## src/rtl/round_sequencer.sv

```systemverilog
// round_sequencer: grows a random action sequence, plays it out and checks player input
module round_sequencer #(
  parameter int          MAX_LEN   = 16,
  parameter logic [25:0] TIMEOUT   = 26'd50000000,
  parameter logic [7:0]  LFSR_SEED = 8'hA5
) (
  input  logic       i_clk,
  input  logic       i_rst_n,
  input  logic       i_start,
  output logic       o_play_valid,
  input  logic       i_play_ready,
  output logic [2:0] o_play_code,
  input  logic       i_action_valid,
  input  logic [2:0] i_action_code,
  output logic [4:0] o_level,
  output logic [7:0] o_score,
  output logic       o_busy,
  output logic       o_lose,
  output logic       o_win
);
  localparam int AW = (MAX_LEN > 2) ? $clog2(MAX_LEN) : 1;
  localparam logic [5:0] LMAX = 6'(MAX_LEN);
  typedef enum logic [2:0] {S_IDLE, S_EXTEND, S_PLAY, S_INPUT, S_LOSE, S_WIN} state_t;
  state_t      r_state, w_state;
  logic [5:0]  r_level, w_level;
  logic [4:0]  r_idx, w_idx;
  logic [7:0]  r_score, w_score;
  logic [25:0] r_cnt, w_cnt;
  logic [7:0]  r_lfsr;
  logic [1:0]  r_mem [MAX_LEN];
  logic [2:0]  w_expect;
  logic        w_last, w_accept, w_match;
  assign w_expect = {1'b0, r_mem[r_idx[AW-1:0]]} + 3'd1;
  assign w_last   = {1'b0, r_idx} == r_level - 6'd1;
  assign w_accept = i_action_valid && i_action_code != 3'd0;
  assign w_match  = i_action_code == w_expect;
  assign o_play_valid = r_state == S_PLAY;
  assign o_play_code  = (r_state == S_PLAY) ? w_expect : 3'd0;
  assign o_level      = r_level[4:0];
  assign o_score      = r_score;
  assign o_busy       = r_state == S_EXTEND || r_state == S_PLAY || r_state == S_INPUT;
  assign o_lose       = r_state == S_LOSE;
  assign o_win        = r_state == S_WIN;
  // Free-running x^8+x^6+x^5+x^4+1 Fibonacci LFSR; a non-zero seed keeps it out of the all-zero lockup
  always_ff @(posedge i_clk or negedge i_rst_n)
    if (!i_rst_n) r_lfsr <= LFSR_SEED;
    else          r_lfsr <= {r_lfsr[6:0], r_lfsr[7] ^ r_lfsr[5] ^ r_lfsr[4] ^ r_lfsr[3]};
  // Sequence storage holds code-1; contents need no reset since level gates every read
  always_ff @(posedge i_clk)
    if (r_state == S_EXTEND) r_mem[r_level[AW-1:0]] <= r_lfsr[1:0];
  // State and datapath registers
  always_ff @(posedge i_clk or negedge i_rst_n)
    if (!i_rst_n) begin
      r_state <= S_IDLE;
      r_level <= '0;
      r_idx   <= '0;
      r_score <= '0;
      r_cnt   <= '0;
    end else begin
      r_state <= w_state;
      r_level <= w_level;
      r_idx   <= w_idx;
      r_score <= w_score;
      r_cnt   <= w_cnt;
    end
  // Next-state logic: start only counts outside the busy states; a player action beats a same-cycle timeout
  always_comb begin
    w_state = r_state;
    w_level = r_level;
    w_idx   = r_idx;
    w_score = r_score;
    w_cnt   = r_cnt;
    case (r_state)
      S_IDLE, S_LOSE, S_WIN:
        if (i_start) begin
          w_state = S_EXTEND;
          w_level = '0;
          w_score = '0;
        end
      S_EXTEND: begin
        w_level = r_level + 6'd1;
        w_idx   = '0;
        w_state = S_PLAY;
      end
      S_PLAY:
        if (i_play_ready) begin
          if (w_last) begin
            w_idx   = '0;
            w_cnt   = TIMEOUT;
            w_state = S_INPUT;
          end else w_idx = r_idx + 5'd1;
        end
      S_INPUT: begin
        w_cnt = r_cnt - 26'd1;
        if (w_accept) begin
          if (!w_match) w_state = S_LOSE;
          else begin
            w_score = r_score + {7'd0, r_score != 8'hFF};
            w_cnt   = TIMEOUT;
            if (w_last) w_state = (r_level == LMAX) ? S_WIN : S_EXTEND;
            else        w_idx   = r_idx + 5'd1;
          end
        end else if (r_cnt <= 26'd1) w_state = S_LOSE;
      end
      default: w_state = S_IDLE;
    endcase
  end
endmodule

```

## config.mk

```make
export PLATFORM = sky130hd
export DESIGN_NAME = round_sequencer
export DESIGN_NICKNAME = d
export VERILOG_FILES = /design/src/rtl/round_sequencer.sv
export SDC_FILE = /design/constraint.sdc
export NUM_CORES = 1
export LEC_CHECK = 0
export ABC_AREA = 1
export ABC_CLOCK_PERIOD_IN_PS = 2900
export CELL_PAD_IN_SITES_DETAIL_PLACEMENT = 1
export CELL_PAD_IN_SITES_GLOBAL_PLACEMENT = 1
export CORE_ASPECT_RATIO = 1.5
export CORE_MARGIN = 4
export CORE_UTILIZATION = 41
export DETAILED_ROUTE_END_ITERATION = 7
export HOLD_SLACK_MARGIN = 0.15
export PLACE_DENSITY = 0.83
export SLEW_MARGIN = 20
export SYNTH_ARGS = -nofsm -noshare
export SYNTH_HDL_FRONTEND = slang
export SYNTH_SLANG_ARGS = --single-unit
```

## constraint.sdc

```tcl
create_clock -name i_clk -period 2.9 [get_ports i_clk]
set_clock_uncertainty 0.1 [all_clocks]
set_input_delay 0.29 -clock i_clk [delete_from_list [all_inputs] [get_ports i_clk]]
set_output_delay 0.29 -clock i_clk [all_outputs]
set_load 0.01 [all_outputs]
```

==> results of run 1 <==
==> metrics by stage <==
stage,cells,hold slack (ps)
5_1_grt,792,262
3_5_place_dp,770,239
3_3_place_gp,770,242
4_1_cts,787,256
6_report,792,253
2_1_floorplan,603,-106
==> logic make-up after synthesis <==
| group | count (synthesis) | synth area share, % |
|---|---|---|
| simple gates | 294 | 26.1 |
| compound gates | 61 | 8.65 |
| flops | 88 | 46.6 |
| xor+xnor | 36 | 6.21 |
| fa+ha+maj | 11 | 2.71 |
| buf+inv | 113 | 9.66 |
==> report_power, final <==
group	internal, mW	switching, mW
Clock	0.598	0.527
Combinational	1.06	1.79
Sequential	1.52	0.288
==> cells in the final DEF (no fill, tap or decap), types with 6 or more instances in the layout <==
master           netlist  routed
xnor2_1                6       6
o21ai_0               17      15
edfxtp_1              32      32
nor2_1                71      71
nand4_1               13      13
inv_2                 22      21
ha_1                  11      11
dfrtp_1               52      50
o21ai_2                8       8
xor2_1                30      30
nor3_1                 7       7
clkbuf_16              0      10
o22ai_1               16      16
nand3_1               44      43
clkdlybuf4s50_1        0      24
or2_2                  6       6
inv_1                 71      70
nand2_1              128     128
o22ai_2                7       7
buf_4                  8       6
==> registers in the layout, summed over array words and instances, names as in the netlist <==
| name | flops |
|---|---|
| r_mem | 32 |
| r_idx | 5 |
| o_score | 8 |
| r_state | 3 |
| r_cnt | 26 |
| r_lfsr | 8 |
| r_level | 6 |
==> worst paths after layout <==
kind | start | to | cells after the start
min in group asynchronous | i_rst_n | r_cnt[10] | 2
max in group asynchronous | i_rst_n | r_level[4] | 3
min | r_lfsr[6] | r_lfsr[7] | 0
min reg2reg | r_lfsr[6] | r_lfsr[7] | 0
max | r_idx[0] | r_cnt[0] | 13
max reg2reg | r_idx[0] | r_cnt[0] | 13
==> cell type report <==
type / count / area share (%)
Inverter: 94 / 6.16
Multi-Input combinational cell: 402 / 38.3
Tap cell: 153 / 3.26
Clock inverter: 7 / 1.00
Clock buffer: 9 / 3.84
Timing Repair Buffer: 39 / 7.04
Sequential cell: 88 / 40.4
==> layer usage <==
metal | global-route usage [%] | wire length, um | vias to the layer above
li1 | - | - | 1999
met1 | 21.5 | 5310 | 2107
met2 | 37.7 | 7410 | 57
met3 | 2.41 | 323 | 25
met4 | 9.35 | 354 | 0
met5 | 0 | 0 | -
==> repair_timing <==
item | in CTS | in global routing
buffers inserted | 0 | 4
endpoints found under the hold margin | 38 | 0
gates cloned | 0 | 1
gates resized for setup | 5 | 12
endpoints found under the setup margin | 3 | 38
hold buffers | 1 | 0
pin swaps | 0 | 1
==> flow_metrics.env, run 1 <==
export IMPL_die_y_um=144
export IMPL_async_flop_share_pct=63.6
export IMPL_multi_input_area_sq_um=2250
export IMPL_postSynthAreaPerCell_sq_um=8.42
export IMPL_finalWorstSetupSlack_ps=144
export IMPL_max_cap_viol_count=0
export IMPL_setup_tns_ps=0
export IMPL_synth_seq_cells=88
export IMPL_diodes=0
export IMPL_dp_slack_ps=5.35
export IMPL_ant_nets=0
export IMPL_fmax_mhz=363
export IMPL_num_rows=49
export IMPL_first_global_vias=4668
export IMPL_cts_tree="yes"
export IMPL_crit_required_ps=3020
export IMPL_tightest_slew_ps=969
export IMPL_io_pins=28
export IMPL_path_delay_family="compound AO/OA/AOI/OAI gates"
export IMPL_crit_buf_inv=3
export IMPL_grt_first_pass_wirelength_um=22500
export IMPL_die_w_um=98.9
export IMPL_synth_main_ff_cell="dfrtp_1"
export IMPL_wire_per_inst_um=16.9
export IMPL_track_usage_pct=19.8
export IMPL_place_hpwl_um=9660
export IMPL_arrival_ps=2880
export IMPL_hold_class="register to register"
export IMPL_fin_crit_sh_pct=95.0
export IMPL_finalPower_mw=5.79
export IMPL_cellLeakagePower_nw=2.57
export IMPL_synth_edf_count=32
export IMPL_status="complete, no violations"
export IMPL_fin_nets=653
export IMPL_finalInstanceArea_sq_um=5870
export IMPL_clkSinkCount=88
export IMPL_synth_top_cells_by_count="nand2_1, inv_1, nor2_1, dfrtp_1, nand3_1"
export IMPL_slew_headroom_pct=35.4
export IMPL_start_util_pct=42.0
export IMPL_areaGrowthSynthToFinish_pct=15.5
export IMPL_finalHoldViolations=0
export IMPL_clk_latency_ps=340
export IMPL_slowest_stage="dfrtp_2"
export IMPL_grt_overflow_total=0
export IMPL_start_kind="register"
export IMPL_io_buffers=27
export IMPL_crit_type="register to register"
export IMPL_min_period_ps=2760
export IMPL_dr_pass1_iters=4
export IMPL_grt_max_degree=44
export IMPL_coreArea_sq_um=12100
export IMPL_place_area_sq_um=5470
export IMPL_final_seq_area_sq_um=2370
export IMPL_power_density_nw_per_um2=987
export IMPL_synth_seq_area_share_pct=46.6
export IMPL_ys_warnings_count=0
export IMPL_synth_cells=603
export IMPL_ir_drop_mv=0.484
export IMPL_htree_levels=3
export IMPL_post_route_util_pct=48.6
export IMPL_yosys_area_top_type="dfrtp_1"
export IMPL_viasPerCell=5.29
export IMPL_dieArea_sq_um=14300
export IMPL_ys_types=39
export IMPL_fill_cells=1458
export IMPL_drive_gt1_share_pct=15.6
export IMPL_syn_cell_area_sq_um=5080
export IMPL_setup_violations=0
export IMPL_remaining_drc_errors=0
export IMPL_slowest_delay_ps=450
export IMPL_worstSetupEndpointType="register"
export IMPL_r2r_setup_slack_ps=140
export IMPL_synth_most_common_cell="nand2_1"
export IMPL_numCtsBuffers=9
export IMPL_vias=4188
export IMPL_place_gp_congestion=0.860
export IMPL_wl_um=13400
export IMPL_root_buffer="clkbuf_16"
export IMPL_antenna_found_initial=0
export IMPL_drt_iter0_drc=123
export IMPL_yosysTopAreaCellShare_pct=25.6
export IMPL_crit_path_cell_trace="buf_8 > o21ai_1 > o22ai_1 > o211ai_1 > nand2_1 > ha_1 > or2_2 > a21oi_2 > buf_4 > nand3_2 > nand2_4 > clkbuf_16 > o21ai_0"
export IMPL_synthTopCellsByArea="dfrtp_1, edfxtp_1, nand2_1"
export IMPL_synth_nets=622
export IMPL_clk_pin_slew_worst_paths_ps=70
export IMPL_maxSlewViolCount=0
export IMPL_clock_path_buffers=2
export IMPL_crit_path_max_fanout=20
Note: power is estimated with default switching activity, not from simulation.
==> run 2, diff against run 1 <==
--- a/config.mk
+++ b/config.mk
@@ -13,6 +13,7 @@
 export CORE_MARGIN = 4
 export CORE_UTILIZATION = 41
 export DETAILED_ROUTE_END_ITERATION = 7
+export GPL_TIMING_DRIVEN = 0
 export HOLD_SLACK_MARGIN = 0.15
 export PLACE_DENSITY = 0.83
 export SLEW_MARGIN = 20
==> flow_metrics.env, run 2 (synthesis gave the netlist of run 1 again) <==
export IMPL_crit_required_ps=3040
export IMPL_r2r_setup_slack_ps=100
export IMPL_htree_levels=3
export IMPL_power_density_nw_per_um2=988
export IMPL_die_w_um=98.9
export IMPL_cts_tree="yes"
export IMPL_grt_first_pass_wirelength_um=22500
export IMPL_ant_nets=0
export IMPL_setup_violations=0
export IMPL_vias=4206
export IMPL_viasPerCell=5.22
export IMPL_route_met2_wl_um=7590
export IMPL_routedLengthMet1_um=5300
export IMPL_layout_cells_most_common="nand2_1"
export IMPL_diodes=0
export IMPL_finalHoldViolations=0
export IMPL_layout_common_cells="nand2_1, inv_1, nor2_1, dfrtp_1, nand3_1"
export IMPL_slew_headroom_pct=51.0
export IMPL_place_gp_congestion=0.849
export IMPL_min_period_ps=2800
export IMPL_fill_cells=1432
export IMPL_clkSinkCount=88
export IMPL_track_usage_pct=20.1
export IMPL_clk_pin_slew_worst_paths_ps=60
export IMPL_grt_max_degree=57
export IMPL_root_buffer="clkbuf_16"
export IMPL_cellLeakagePower_nw=2.64
export IMPL_io_pins=28
export IMPL_max_cap_viol_count=0
export IMPL_worstSetupEndpointType="register"
export IMPL_place_hpwl_um=10100
export IMPL_arrival_ps=2940
export IMPL_finalWorstSetupSlack_ps=101
export IMPL_crit_type="register to register"
export IMPL_first_global_vias=4689
export IMPL_status="complete, no violations"
export IMPL_tightest_slew_ps=736
export IMPL_finalPower_mw=5.95
export IMPL_r2r_start="r_idx[0]"
export IMPL_dp_slack_ps=-598
export IMPL_drt_iter0_drc=131
export IMPL_ir_drop_mv=0.590
export IMPL_remaining_drc_errors=0
export IMPL_hold_class="register to register"
export IMPL_start_kind="register"
export IMPL_num_rows=49
export IMPL_wire_per_inst_um=17.0
export IMPL_maxSlewViolCount=0
export IMPL_dieArea_sq_um=14300
export IMPL_cp_startpoint="r_idx[0]"
export IMPL_crit_path_max_fanout=10
export IMPL_final_seq_area_sq_um=2370
export IMPL_numCtsBuffers=9
export IMPL_fmax_mhz=357
export IMPL_r2r_cells=15
export IMPL_antenna_found_initial=0
export IMPL_wl_um=13700
export IMPL_coreArea_sq_um=12100
export IMPL_fin_crit_sh_pct=96.5
export IMPL_crit_end="o_score[5]"
export IMPL_r2r_end="o_score[5]"
export IMPL_clk_latency_ps=350
export IMPL_die_y_um=144
export IMPL_multi_input_area_sq_um=2300
export IMPL_start_util_pct=42.0
export IMPL_io_buffers=27
export IMPL_clock_path_buffers=2
export IMPL_dr_pass1_iters=4
export IMPL_largest_register_ffs=32
export IMPL_route_top_layer_used="met4"
export IMPL_wl_met3_um=403
export IMPL_areaGrowthSynthToFinish_pct=18.6
export IMPL_drive_gt1_share_pct=17.8
export IMPL_fin_nets=667
export IMPL_grt_overflow_total=0
-- run 2: cell count changes in the layout (fill, tap and decap cells not counted), moves of 2 or more --
cell | previous run | this run
buf_2 | 1 | 3
buf_4 | 6 | 11
buf_6 | 1 | 5
clkinv_1 | 1 | 3
inv_6 | 5 | 1
-- run 2: layer usage --
metal,up-vias,global-route usage (%)
met1,2086,21.1
met3,29,3.81
met5,-,0
li1,2028,-
met2,63,38.2
met4,0,9.35
-- run 2: where the power goes --
part           total (mW)  switching (mW)  internal, mW
registers            1.77           0.249          1.52
clock network        1.05           0.477         0.574
logic                3.13            1.90          1.23
-- run 2: timing repair --
action / CTS / global route
setup endpoints to repair: 44 / 16
hold endpoints to repair: 52 / 0
pin swaps: 1 / 7
resized for setup: 23 / 15
buffers inserted: 1 / 4
cloned: 0 / 1
hold buffers: 1 / 0
-- run 2: worst min path at each step --
| stage | slack [ps] | to | depth (start not counted) | startpoint |
|---|---|---|---|---|
| after floorplan | -110 | o_score[0] | 0 | i_rst_n |
| after global placement | 240 | r_lfsr[7] | 0 | r_lfsr[6] |
| after detailed placement | 250 | r_lfsr[7] | 0 | r_lfsr[6] |
| after CTS | 270 | r_lfsr[7] | 0 | r_lfsr[6] |
| after global routing | 270 | r_lfsr[7] | 0 | r_lfsr[6] |
| final | 260 | r_lfsr[7] | 0 | r_lfsr[6] |
-- run 2: final cells by class --
| cell class | instances | area share (%) |
|---|---|---|
| Timing Repair Buffer | 34 | 5.82 |
| Clock buffer | 10 | 3.80 |
| Tap cell | 153 | 3.18 |
| Buffer | 19 | 3.08 |
| Sequential cell | 88 | 39.3 |
| Clock inverter | 6 | 0.603 |
| Multi-Input combinational cell | 402 | 38.3 |
| Inverter | 94 | 5.94 |
-- run 2: metrics by stage --
step	area (sq um)	setup TNS [ps]	util (%)	instances	hold slack (ps)
floorplan	5080	0	-	603	-106
global placement	5540	-32420	45.9	783	240
detailed placement	5540	-20880	45.8	783	245
CTS	5890	0	48.8	801	267
global route	6020	-11.9	49.9	806	267
finish	6020	0	49.9	806	263
-- run 2: critical path, cell delays in order (launching register included) --
cell and delay [ps]:
dfrtp_2 430, inv_6 80, clkbuf_8 170, o21ai_1 180
o22ai_2 100, o211ai_1 190, nand2_1 120, ha_4 170
or2_4 250, a21oi_4 250, nand3_2 140, nand2_2 110
nand2_4 100, buf_4 160, nand2_1 60, o21ai_2 50
